File: src/rtl/cnt_ctrl_pkg.sv
// rtl/cnt_ctrl_pkg.sv - shared state and command encodings for the counter sequencer
package cnt_ctrl_pkg;

    typedef enum logic [1:0] {
        ST_IDLE  = 2'b00,
        ST_RUN   = 2'b01,
        ST_PAUSE = 2'b10,
        ST_DONE  = 2'b11
    } state_e;

    localparam logic [1:0] OP_NOP   = 2'b00;
    localparam logic [1:0] OP_START = 2'b01;
    localparam logic [1:0] OP_PAUSE = 2'b10;
    localparam logic [1:0] OP_STOP  = 2'b11;

endpackage

File: src/rtl/cnt_core.sv
// rtl/cnt_core.sv - counter register with sync clear, enable and terminal compare
module cnt_core #(
    parameter int WIDTH = 3
) (
    input  logic             clk_i,
    input  logic             rst_i,
    input  logic             clr_i,
    input  logic             en_i,
    input  logic [WIDTH-1:0] tc_i,
    output logic [WIDTH-1:0] count_o,
    output logic             eq_tc_o
);

    logic [WIDTH-1:0] count_q;
    logic [WIDTH-1:0] count_d;

    always_comb begin
        count_d = count_q;
        if (clr_i) begin
            count_d = '0;
        end else if (en_i) begin
            count_d = count_q + 1'b1;
        end
    end

    always_ff @(posedge clk_i) begin
        if (rst_i) begin
            count_q <= '0;
        end else begin
            count_q <= count_d;
        end
    end

    assign count_o = count_q;
    assign eq_tc_o = (count_q == tc_i);

endmodule

File: src/rtl/cnt_seq_ctrl.sv
// rtl/cnt_seq_ctrl.sv - command-driven START/PAUSE/STOP sequencer for an up-counter
// Optional auto-reload at terminal count is enabled by defining CNT_AUTO_RELOAD_EN.
module cnt_seq_ctrl
    import cnt_ctrl_pkg::*;
#(
    parameter int               WIDTH  = 3,
    parameter logic [WIDTH-1:0] TC_RST = {WIDTH{1'b1}}
) (
    input  logic             clk,
    input  logic             rst,
    input  logic             cmd_valid,
    output logic             cmd_ready,
    input  logic [1:0]       cmd_op,
    input  logic [WIDTH-1:0] tc_value,
`ifdef CNT_AUTO_RELOAD_EN
    input  logic             reload_en,
    output logic             wrap,
`endif
    output logic [WIDTH-1:0] count,
    output logic             busy,
    output logic             paused,
    output logic             done
);

    state_e           state_q;
    state_e           state_d;
    logic [WIDTH-1:0] tc_q;
    logic             acc;
    logic             latch_tc;
    logic             clr_cmd;
    logic             en;
    logic             eq_tc;
    logic             reload_on;
    logic             reload_hit;

    assign cmd_ready = !rst && (state_q != ST_DONE);
    assign acc       = cmd_valid && cmd_ready;

    // Commands are decoded ahead of the terminal compare so they always win.
    always_comb begin
        state_d    = state_q;
        latch_tc   = 1'b0;
        clr_cmd    = 1'b0;
        en         = 1'b0;
        reload_hit = 1'b0;
        case (state_q)
            ST_IDLE: begin
                if (acc && cmd_op == OP_START) begin
                    state_d  = ST_RUN;
                    clr_cmd  = 1'b1;
                    latch_tc = 1'b1;
                end
            end
            ST_RUN: begin
                if (acc && cmd_op == OP_START) begin
                    clr_cmd  = 1'b1;
                    latch_tc = 1'b1;
                end else if (acc && cmd_op == OP_STOP) begin
                    state_d = ST_IDLE;
                    clr_cmd = 1'b1;
                end else if (acc && cmd_op == OP_PAUSE) begin
                    state_d = ST_PAUSE;
                end else if (eq_tc) begin
                    if (reload_on) begin
                        reload_hit = 1'b1;
                    end else begin
                        state_d = ST_DONE;
                    end
                end else begin
                    en = 1'b1;
                end
            end
            ST_PAUSE: begin
                if (acc && cmd_op == OP_START) begin
                    state_d = ST_RUN;
                end else if (acc && cmd_op == OP_STOP) begin
                    state_d = ST_IDLE;
                    clr_cmd = 1'b1;
                end
            end
            ST_DONE: begin
                state_d = ST_IDLE;
            end
            default: begin
                state_d = ST_IDLE;
            end
        endcase
    end

    always_ff @(posedge clk) begin
        if (rst) begin
            state_q <= ST_IDLE;
            tc_q    <= TC_RST;
        end else begin
            state_q <= state_d;
            if (latch_tc) begin
                tc_q <= tc_value;
            end
        end
    end

`ifdef CNT_AUTO_RELOAD_EN
    logic reload_q;
    logic wrap_q;

    always_ff @(posedge clk) begin
        if (rst) begin
            reload_q <= 1'b0;
            wrap_q   <= 1'b0;
        end else begin
            wrap_q <= reload_hit;
            if (latch_tc) begin
                reload_q <= reload_en;
            end
        end
    end

    assign reload_on = reload_q;
    assign wrap      = wrap_q;
`else
    assign reload_on = 1'b0;
`endif

    cnt_core #(
        .WIDTH (WIDTH)
    ) u_core (
        .clk_i   (clk),
        .rst_i   (rst),
        .clr_i   (clr_cmd | reload_hit),
        .en_i    (en),
        .tc_i    (tc_q),
        .count_o (count),
        .eq_tc_o (eq_tc)
    );

    assign busy   = (state_q == ST_RUN) || (state_q == ST_PAUSE);
    assign paused = (state_q == ST_PAUSE);
    assign done   = (state_q == ST_DONE);

endmodule
File: config.mk
export PLATFORM = sky130hd
export DESIGN_NAME = cnt_seq_ctrl
export DESIGN_NICKNAME = d
export VERILOG_FILES = /design/src/rtl/cnt_ctrl_pkg.sv /design/src/rtl/cnt_core.sv /design/src/rtl/cnt_seq_ctrl.sv
export SDC_FILE = /design/constraint.sdc
export NUM_CORES = 1
export LEC_CHECK = 0
export ABC_AREA = 0
export BUFFER_PORTS_ARGS = -buffer_cell sky130_fd_sc_hd__buf_4
export CORE_AREA = 2 2 39 41
export CTS_CLUSTER_DIAMETER = 100
export DETAILED_ROUTE_END_ITERATION = 10
export DIE_AREA = 0 0 41 43
export PLACE_DENSITY_LB_ADDON = 0.08
export SLEW_MARGIN = 20
export SYNTH_ARGS = -nofsm -noshare
export SYNTH_HDL_FRONTEND = slang
export SYNTH_SLANG_ARGS = --single-unit
File: constraint.sdc
create_clock -name clk -period 3.1 [get_ports clk]
set_input_delay 0.62 -clock clk [delete_from_list [all_inputs] [get_ports clk]]
set_output_delay 0.62 -clock clk [all_outputs]
set_load 0.005 [all_outputs]
# After elaboration in Yosys (flattened, before gate mapping)
# Index checks and enable logic that the tools add are counted.
[totals]
input_bits = 8
word_cells = 46
out_inout_bits = 7
regBits = 8
[classes]
addsub = 1
n_eq_ne = 12
n_mux = 19
reduce_logical = 11
[ops]
columns = ["op", "n"]
rows = [
  ["2-bit two-way mux", 7],
  ["1-bit two-way mux", 10],
  ["2-bit equality test, second input constant", 4],
  ["2-bit case mux with 4 select lines", 1],
  ["2-bit != test, second input constant", 3],
  ["1-bit logical AND", 5],
  ["2-bit by 1-bit equality test with 1-bit output, second input constant", 2],
  ["4-bit != test, second input constant", 1],
  ["4-bit AND reduction", 1],
  ["2-bit OR reduction", 2],
  ["3-bit by 1-bit adder with 3-bit output, second input constant", 1],
  ["3-bit equality test", 1],
  ["3-bit by 1-bit != test with 1-bit output, second input constant", 1],
  ["1-bit case mux with 3 select lines", 1],
  ["2-bit logical NOT", 1],
  ["1-bit logical NOT", 1],
  ["1-bit logical OR", 1],
]

# Depth between registers and ports, before layout
# Gate-level depths: netlist (run 1).
[logic_depth]
ltp_word = 8
mapped_depth = 6
depth_no_buf = 6

# Modules after synthesis
# A second synthesis (run 1) with hierarchy kept.
[hier_totals]
cells_unflattened = 59
area_unflattened_um2 = 548.0
[by_module_without_submodules]
columns = ["module", "n_inst", "cells_per_inst", "area_per_inst_um2", "seq_area_each_um2"]
rows = [
  ["cnt_seq_ctrl", 1, 43, 385.4, 100.1],
  ["cnt_core", 1, 16, 162.7, 60.1],
]

# Worst setup path before layout (run 1)
# Ideal clock, no wire load.
[synth_timing]
kind = "input to register"
startpoint = "input port rst"
endpoint = "register state_q[1]"
path_stages = 4
t_arrival_ns = 1.470
setup_slack_ns = 1.558
setup_time_ns = 0.072
required_ns = 3.028
n_path_buf = 0
path_cell_list = "and4bb_2 mux2i_1 o211a_1 mux2i_1"
[synth_between]
elab_chain_len = 8
word_cells_on_any_way = 16
classes_between = "4 x eq/ne; 5 x mux; 7 x reduce/logical"
[synth_rtl]
columns = ["element", "line", "source"]
rows = [
  ["from (decl)", "cnt_seq_ctrl.sv:10", "input logic rst,"],
  ["1-bit logical NOT", "cnt_seq_ctrl.sv:36", "assign cmd_ready = !rst && (state_q != ST_DONE);"],
  ["1-bit logical AND", "cnt_seq_ctrl.sv:36", ""],
  ["1-bit logical AND", "cnt_seq_ctrl.sv:37", "assign acc = cmd_valid && cmd_ready;"],
  ["1-bit logical AND", "cnt_seq_ctrl.sv:61", "end else if (acc && cmd_op == OP_PAUSE) begin"],
  ["2-bit two-way mux", "cnt_seq_ctrl.sv:61", ""],
  ["2-bit two-way mux", "cnt_seq_ctrl.sv:58", "end else if (acc && cmd_op == OP_STOP) begin"],
  ["2-bit two-way mux", "cnt_seq_ctrl.sv:55", "if (acc && cmd_op == OP_START) begin"],
  ["2-bit case mux with 4 select lines", "cnt_seq_ctrl.sv:46", "case (state_q)"],
  ["to (signal assigned)", "cnt_seq_ctrl.sv:95", "state_q <= state_d;"],
  ["to (decl)", "cnt_seq_ctrl.sv:25", "state_e state_q;"],
]
# Several ways; a longest one is shown, not always the timed one. The select of a mux whose other input is x is not followed.
# A chain may end at the register's enable or synchronous reset.

# Worst setup path after layout (run 1)
[layout_timing]
startpoint = "register state_q[0]"
endpoint = "output port busy"
[layout_between]
elab_chain_len = 2
word_cells_on_any_way = 3
classes_between = "2 x eq/ne; 1 x reduce/logical"
[layout_rtl]
columns = ["element", "line", "source"]
rows = [
  ["2-bit by 1-bit equality test with 1-bit output / 2-bit equality test (equally long branches)", "cnt_seq_ctrl.sv:136", "assign busy = (state_q == ST_RUN) || (state_q == ST_PAUSE);"],
  ["1-bit logical OR *", "cnt_seq_ctrl.sv:136", ""],
  ["to (decl)", "cnt_seq_ctrl.sv:20", "output logic busy,"],
]
# Mark *: on every way between the ends. The rest lies on a longest branch, timed or not.

==> results.toml, run 1 <==
[yosys]
synth_top_family_by_area = "simple AND/OR/NAND/NOR gates"
synth_seq_area_share = 0.2889
synth_compound_area_frac = 0.1580
synth_top_area_share = 0.2889
synth_edf_count = 0
synthMuxAreaShare = 0.09029
synthSimpleGateAreaFrac = 0.2686
synth-seq-cells = 8
yosysMostFrequentCell = "dfxtp_1"
synth_area_leader_cell = "dfxtp_1"
ys_warn_count = 0
synthFlopType = "dfxtp_1"
ys_types = 26
synth_area_leaders = "dfxtp_1 29%, ha_1 11%, mux2i_1 9.0%, nand4bb_4 5.0%, xor2_1 4.7%"
netlist_instances = 59
synth_area_per_cell_um2 = 9.395
synth_adder_area_share = 0.1129
synth_xor_area_frac = 0.04740
synth_nets = 72
syn-cell-area_um2 = 554.3
ys_async_sr_fraction = 0

[power_and_ir_drop]
seqPwrFrac = 0.429
peakVddDrop_mv = 0.2312
swShare = 0.2864
p_int_uw = 195.3
p_total_uw = 273.6
pwr_density_cell_nw_per_um2 = 389.8
pwr-share-clk = 0.282
p_sw_uw = 78.36
pwr-share-comb = 0.290
leakagePower_uw = 0.0002928

[route]
drcViolationCount = 0
num_vias = 469
via_per_inst = 5.098
dr.pass1.iters = 3
first_iter_violations = 9
detail_route.wl_per_cell_um = 11.26
drt-total-wl_um = 1036
antenna_left = 0

[grt]
grt_pass1_vias = 415
grt_usage = 0.1531
grt_use_met1 = 0.2305
grt_pass1_wl_um = 1828
grt_max_degree = 8
use_met2 = 0.1875
grt_util_met3 = 0.09424
grt_overflow_total = 0
busiest_layer = "met1"
antenna_found_initial = 0

[floorplan]
initial_utilization = 0.4005
dieWidth_um = 41
rows = 14
ioPinCount = 15
die_area_um2 = 1763
coreArea_um2 = 1384
die-height_um = 43

[timing]
setup_violations = 0
relSlewSlack = 0.5510
hold_ws_ps = 499.0
hold_violations = 0
clock_skew_ps = 3.824
final_max_slew_viol_count = 0
finalSetupTns_ps = 0
finalCritPeriodShare = 0.5595
rsz0062_at_grt = "false"
fmax_mhz = 576.5
tightest_slew_ps = 668.3
finalCriticalPeriod_ps = 1735

[cts]
clk_latency_ps = 250
cts_tree = "done"
clock-sinks = 8
cts_buffers = 3
post_cts_buffers = 0
cts_max_level = 1
cts_hold_buf = 0
ctsResizeCount = 0
clockBufferDepth = 2
cts-root-buf = "clkbuf_4"
path_clk_slew_ps = 50

[worst_hold_path]
hold_class = "flop to flop"

[layout]
finalInstanceArea_um2 = 701.9
fin_nets = 91
antennaDiodeCount = 0
area_delta_synth_final_pct = 26.64
drive_above_1_share = 0.2763

[setup_path]
crit_path_max_fanout = 4
crit_slowest_cell = "dfxtp_1"
cp_slowest_stage_delay_ps = 370
critPathCaptureType = "primary output"
cp.arrival_ps = 1110
crit_chain = "inv_1, ha_1, buf_4"
crit_type = "flop to primary output"
cp.required_ps = 2480
worst_setup_path_start_kind = "flop"

[placement]
dpl.hpwl_um = 814.9
placed_area_um2 = 679.4
gp_congestion = 0.7432
port_buffers = 14

[run]
drv_cap = 0

[run_status]
outcome = "complete, no violations"
## per-layer routing
metal / up-vias / share of wire
li1: 250 / -
met1: 209 / 0.50
met2: 10 / 0.44
met3: 0 / 0.059
met4: 0 / 0
met5: - / 0
## critical path, delay by kind of cell (launching register included)
kind / cells / cell delay [ps]
buffers and inverters: 2 / 210
flip-flops: 1 / 370
adder cells (fa/ha/maj): 1 / 290
## cell type report
cell class / count / area, um2
clock buffers: 3 / 22.52
repair buffers: 14 / 105.1
inverters: 5 / 18.77
fillers: 136 / 681.9
multi-input cells: 46 / 375.4
well taps: 16 / 20.02
flip-flops and latches: 8 / 160.2
## cell usage in the layout (no fill, tap or decap), drive strengths merged
master    n
nand4bb   2
o21ai     5
o211a     2
or3b      1
buf      14
or4       1
o31ai     1
and4bb    1
o211ai    1
a21oi     3
clkbuf    3
nor3b     1
a211oi    1
and2      1
nand3     1
nand4b    1
inv       5
nand2     5
nor3      2
or3       1
mux2i     5
dfxtp     8
nor2b     1
xor2      3
ha        5
nor2      2
## registers in the layout, summed over array words and instances, names as in the netlist
register        count
state_q             2
tc_q                3
u_core.count_o      3
## worst paths after layout
path	depth (start not counted)	slack, ps	start	endpoint
hold reg to reg	2	500	tc_q[2]	tc_q[2]
setup / recovery	3	1370	state_q[0]	busy
setup reg to reg	4	1470	u_core.count_o[1]	state_q[1]
hold / removal	2	500	tc_q[2]	tc_q[2]
## metrics by stage
| step | std cells | worst slack, ps | utilization |
|---|---|---|---|
| 4_1_cts | 92 | 1350 | 0.5072 |
| 6_report | 92 | 1365 | 0.5072 |
| 3_3_place_gp | 89 | 1336 | 0.4910 |
| 3_5_place_dp | 89 | 1335 | 0.4910 |
| 5_1_grt | 92 | 1284 | 0.5072 |
| 2_1_floorplan | 59 | 1558 | - |
## kinds of logic after synthesis
kind of cell | after synthesis
xor gates and xnor gates | 3
DFF | 8
muxes | 5
adders and majority gates | 5
and+or+nand+nor | 20
AOI/OAI and AO/OA | 13
buffers and inverters | 5
## power groups by stage
stage | clock (uW) | sequential, uW | combinational, uW
finish | 77.0 | 117 | 79.3
floorplan | 0 | 118 | 52.0
CTS | 79.7 | 117 | 79.7
global route | 93.7 | 118 | 89.0
global placement | 0 | 119 | 79.6
detailed placement | 0 | 120 | 79.5
Note: power is estimated with default switching activity, not from simulation.
==> inputs of run 2 (changes only) <==
==> constraint.sdc (replaced) <==
create_clock -name clk -period 1.6 [get_ports clk]
set_input_delay 0.32 -clock clk [delete_from_list [all_inputs] [get_ports clk]]
set_output_delay 0.32 -clock clk [all_outputs]
set_load 0.005 [all_outputs]
==> run 2 against run 1 <==
  * Utilization up 3.8 points
  * Wire length up 9.5%
  * Cell count up 3.3%
  * Highest routed layer unchanged
==> results.toml, run 2 (synthesized netlist as in run 1, its figures left out) <==
[run_status]
outcome = "complete, no violations"

[layout]
multi_input_area_um2 = 402.9
fin_nets = 94
antennaDiodeCount = 0
most-common-layout-cells = "17 x buf_4, 6 x dfxtp_1, 5 x inv_1, 5 x nand2_1"
final_util = 0.5452
final_common_cell = "buf_4"
nFillCells = 138
instances_no_fill = 95
drive_above_1_share = 0.3797
final-seq-area_um2 = 162.7
area_delta_synth_final_pct = 36.12

[setup_path]
rr_startpoint = "state_q[1]"
setup.worst_path.start = "state_q[1]"
crit_path_max_fanout = 5
r2r_setup_slack_ps = 60
worst_setup_path_start_kind = "flop"
reg2reg_to = "state_q[1]"
critPathCaptureType = "flop"
crit_type = "flop to flop"
cp.required_ps = 1770
cp.arrival_ps = 1710
ff2ff_path_depth = 5

[route]
detail_route.wl_per_cell_um = 11.94
via_per_inst = 5.021
drt-total-wl_um = 1134
num_vias = 477
antenna_left = 0
first_iter_violations = 3
dr.pass1.iters = 4
drcViolationCount = 0

[cts]
clock-sinks = 8
cts_tree = "done"
cts-root-buf = "clkbuf_4"
clk_latency_ps = 250
clockBufferDepth = 2
cts_max_level = 1
path_clk_slew_ps = 50
cts_buffers = 3

[worst_hold_path]
hp-start = "tc_value[0]"
worstHoldEndpoint = "tc_q[0]"
hold_depth = 3
hold_class = "input port to flop"

[floorplan]
dieWidth_um = 41
ioPinCount = 15
die-height_um = 43
die_area_um2 = 1763
rows = 14
coreArea_um2 = 1384
initial_utilization = 0.4005

[power_and_ir_drop]
pwr-share-clk = 0.269
seqPwrFrac = 0.411
peakVddDrop_mv = 0.4029
swShare = 0.2960
pwr_density_cell_nw_per_um2 = 739.3
p_sw_uw = 165.1
leakagePower_uw = 0.0003066
p_int_uw = 392.7
pwr-share-comb = 0.320

[grt]
grt_overflow_total = 0
grt_usage = 0.1554
grt_max_degree = 8
grt_pass1_wl_um = 1828
grt_pass1_vias = 446
antenna_found_initial = 0

[timing]
rsz0062_at_grt = "true"
hold_violations = 0
final_max_slew_viol_count = 0
fmax_mhz = 649.0
finalCriticalPeriod_ps = 1541
tightest_slew_ps = 266.1
relSlewSlack = 0.8212
clock_skew_ps = 3.638
finalCritPeriodShare = 0.9630
setup_violations = 0

[placement]
placed_cells = 92
gp_congestion = 0.7429
dpl.hpwl_um = 924.9
port_buffers = 14

[run]
drv_cap = 0
## run 2: how the worst max path moves through the flow
stage                         to  depth (start not counted)  slack, ps
2_1_floorplan         state_q[1]                          5        100
3_3_place_gp          state_q[1]                          5         30
3_5_place_dp          state_q[1]                          5         10
4_1_cts        u_core.count_o[2]                          5         30
5_1_grt               state_q[1]                          5        -20
6_report              state_q[1]                          5         60
## run 2: worst max-delay path, stage by stage, from the launching register on
cell	delay (ps)
dfxtp_2	340
ha_4	170
and4bb_2	320
mux2i_2	240
o211a_1	210
mux2i_1	190
## run 2: what timing repair did
| item | in CTS | in global routing |
|---|---|---|
| resized for setup | 1 | 8 |
| endpoints found under the setup margin | 1 | 5 |
| hold buffers | 0 | 0 |
| pin swaps | 1 | 0 |
| buffers inserted | 0 | 0 |
## run 2: final cells by class
cell class | instances | area share
multi-input cells | 46 | 0.5340
flip-flops and latches | 8 | 0.2156
repair buffers | 17 | 0.1692
clock buffers | 3 | 0.02985
well taps | 16 | 0.02653
inverters | 5 | 0.02488
## run 2: power by group through the flow
stage               sequential [uW]  combinational (uW)  clock [uW]
floorplan                       229                 101           0
global placement                229                 168           0
detailed placement              229                 170           0
finish                          229                 178         150
global route                    231                 198         171
CTS                             225                 170         162
## run 2: layer usage
layer / share of wire / track usage / vias to the layer above
li1: - / - / 260
met1: 0.45 / 0.1830 / 208
met2: 0.49 / 0.2406 / 9
met3: 0.057 / 0.09424 / 0
met4: 0 / 0.02000 / 0
met5: 0 / 0 / -
## run 2: per-stage QoR
stage          worst slack, ps  TNS, ps  power [uW]  hold WS [ps]  area (um2)
5_1_grt                 -15.61   -15.61       599.9         283.7       754.5
2_1_floorplan            98.58        0       329.6         447.9       554.3
6_report                 59.19        0       557.8         283.5       754.5
4_1_cts                  34.27        0       557.1         275.3       726.9
3_5_place_dp             10.91        0       398.9         488.7       701.9
3_3_place_gp             28.74        0       396.6         484.5       701.9
==> inputs of run 3 (changes only) <==
--- a/config.mk
+++ b/config.mk
@@ -15,4 +15,5 @@
 export SLEW_MARGIN = 20
 export SYNTH_ARGS = -nofsm -noshare
 export SYNTH_HDL_FRONTEND = slang
+export SYNTH_HIERARCHICAL = 1
 export SYNTH_SLANG_ARGS = --single-unit
==> run 3 against run 2 <==
  * Die area unchanged
  * Cell area up 8.3%
  * Via count up 5.2%
  * Sequential share of layout area down 1.3 points
  * Critical path depth up 1
  * Sequential power up 15%
  * Non-clock buffer count up 8
  * Total power up 43%
  * Wire length up 6.8%
  * Count of clock-buffer cells in the layout unchanged
  * Flip-flop and latch count unchanged
  * Clock skew down 0.88 ps
  * Largest cell class unchanged
  * Highest routed layer is now met4
==> results.toml, run 3 <==
[grt]
grt_pass1_vias = 448
antenna_found_initial = 0
grt_max_degree = 9
grt_pass1_wl_um = 1828
grt_usage = 0.1576
grt_overflow_total = 0

[yosys]
synth_area_leaders = "dfxtp_1 29%, ha_1 11%, a211o_1 4.8%, xor2_1 4.8%, nor2b_1 4.6%"
ys_async_sr_fraction = 0
syn-cell-area_um2 = 548.0
synth_commonest_cells = "8 x dfxtp_1, 6 x nor2_1, 5 x ha_1"
ys_warn_count = 6
synth-seq-cells = 8
yosysMostFrequentCell = "dfxtp_1"
netlist_instances = 59
synth_area_leader_cell = "dfxtp_1"
synth_top_area_share = 0.2922
synth_nets = 72
synthFlopType = "dfxtp_1"
ys_types = 26
synth_seq_area_share = 0.2922
synth_area_per_cell_um2 = 9.289
synth_edf_count = 0

[floorplan]
dieWidth_um = 41
ioPinCount = 15
initial_utilization = 0.3960
die-height_um = 43
coreArea_um2 = 1384
rows = 14
die_area_um2 = 1763

[route]
dr.pass1.iters = 2
dr_wl_met2_um = 593
drcViolationCount = 0
route.met3.wl_um = 70
drt-total-wl_um = 1211
num_vias = 502
via_per_inst = 4.922
detail_route.wl_per_cell_um = 11.87
drt-met1-wl_um = 524
first_iter_violations = 3
antenna_left = 0
routed.top_layer = "met4"

[cts]
cts_hold_buf = 0
clock-sinks = 8
path_clk_slew_ps = 50
cts_tree = "done"
cts_buffers = 3
cts-root-buf = "clkbuf_4"
clk_latency_ps = 250
cts_max_level = 1
clockBufferDepth = 2

[worst_hold_path]
hold_depth = 2
hp-start = "tc_value[2]"
hold_class = "input port to flop"
worstHoldEndpoint = "tc_q[2]"

[power_and_ir_drop]
peakVddDrop_mv = 0.4845
pwr_density_cell_nw_per_um2 = 974.1
leakagePower_uw = 0.0003450

[placement]
port_buffers = 14
gp_congestion = 0.6950
dpl_worst_slack_ps = -37.20
dpl.hpwl_um = 890.5

[timing]
final_max_slew_viol_count = 0
finalCritPeriodShare = 0.9805
clock_skew_ps = 2.761
finalCriticalPeriod_ps = 1569
relSlewSlack = 0.8039
fmax_mhz = 637.4
timing.final.ws_setup_ps = 31.21
tightest_slew_ps = 292.6
setup_violations = 0
hold_violations = 0
rsz0062_at_grt = "true"
finalSetupTns_ps = 0

[setup_path]
r2r_setup_slack_ps = 30
worst_setup_path_start_kind = "flop"
critPathCaptureType = "flop"
cp.arrival_ps = 1710
cp.required_ps = 1740
crit_chain = "ha_4, buf_6, nand4bb_1, nand3b_1, o31a_1, mux2_4"
crit_slowest_cell = "dfxtp_4"
ff2ff_path_depth = 6
rr_startpoint = "state_q[0]"
reg2reg_to = "state_q[0]"
crit_path_max_fanout = 3
cp_slowest_stage_delay_ps = 350
crit_type = "flop to flop"

[layout]
drive_above_1_share = 0.4535
antennaDiodeCount = 0
final_common_cell = "buf_4"
area_delta_synth_final_pct = 49.09
fin_nets = 101
most-common-layout-cells = "24 x buf_4, 6 x dfxtp_1, 5 x nor2_1"

[run_status]
outcome = "complete, no violations"

[run]
drv_cap = 0
run 3: repair_timing:
item                                    in CTS  in global routing
pin swaps                                    0                  6
resized for setup                            3                  9
endpoints found under the setup margin       4                  9
setup buffers                                0                  1
run 3: logic make-up (layout without fill, tap and decap cells):
group                    Yosys count  count (layout)  synth area share
XOR/XNOR                           4               4           0.06394
AND/OR/NAND/NOR                   24              24            0.2762
AO/OA/AOI/OAI                     11              11            0.1484
adder cells (fa/ha/maj)            5               5            0.1142
multiplexers                       3               3           0.06392
buffers and inverters              4              31           0.04109
flip-flops                         8               8            0.2922
run 3: power by group:
group / switching [uW] / internal [uW]
logic: 166 / 211
clock network: 69.6 / 85.9
registers: 30.1 / 234
run 3: area by class of cell:
cell class / count / area [um2]
clock buffers: 3 / 22.52
fillers: 136 / 566.8
inverters: 3 / 11.26
multi-input cells: 47 / 406.6
flip-flops and latches: 8 / 165.2
well taps: 16 / 20.02
repair buffers: 25 / 191.4
run 3: metal layers:
metal | track usage | vias to the layer above
li1 | - | 264
met1 | 0.1902 | 221
met2 | 0.2406 | 15
met3 | 0.01571 | 2
met4 | 0.1200 | 0
met5 | 0 | -
run 3: critical path, delay by kind of cell, from the launching register on:
| family | cells | cell delay [ps] |
|---|---|---|
| flops | 1 | 350 |
| simple gates | 2 | 330 |
| mux | 1 | 310 |
| compound gates | 1 | 190 |
| fa+ha+maj | 1 | 160 |
| buf+inv | 1 | 110 |
run 3: through the flow:
| step | cells | total power, uW | utilization | instance area, um2 | hold WS [ps] |
|---|---|---|---|---|---|
| global placement | 98 | 612.7 | 0.5326 | 737.0 | 524.2 |
| CTS | 101 | 778.2 | 0.5624 | 778.2 | 257.2 |
| detailed placement | 98 | 604.9 | 0.5326 | 737.0 | 529.5 |
| global route | 102 | 852.6 | 0.5904 | 817.0 | 260.5 |
| floorplan | 59 | 473.6 | - | 548.0 | 437.8 |
| finish | 102 | 795.9 | 0.5904 | 817.0 | 264.4 |
run 3: how the worst max path moves through the flow:
stage,start,end,slack (ps),cells after the start
global placement,state_q[0],state_q[0],-10,5
CTS,state_q[0],state_q[0],20,6
global route,state_q[0],state_q[0],-20,6
detailed placement,state_q[0],state_q[0],-40,5
floorplan,state_q[0],state_q[0],3,5
finish,state_q[0],state_q[0],30,6
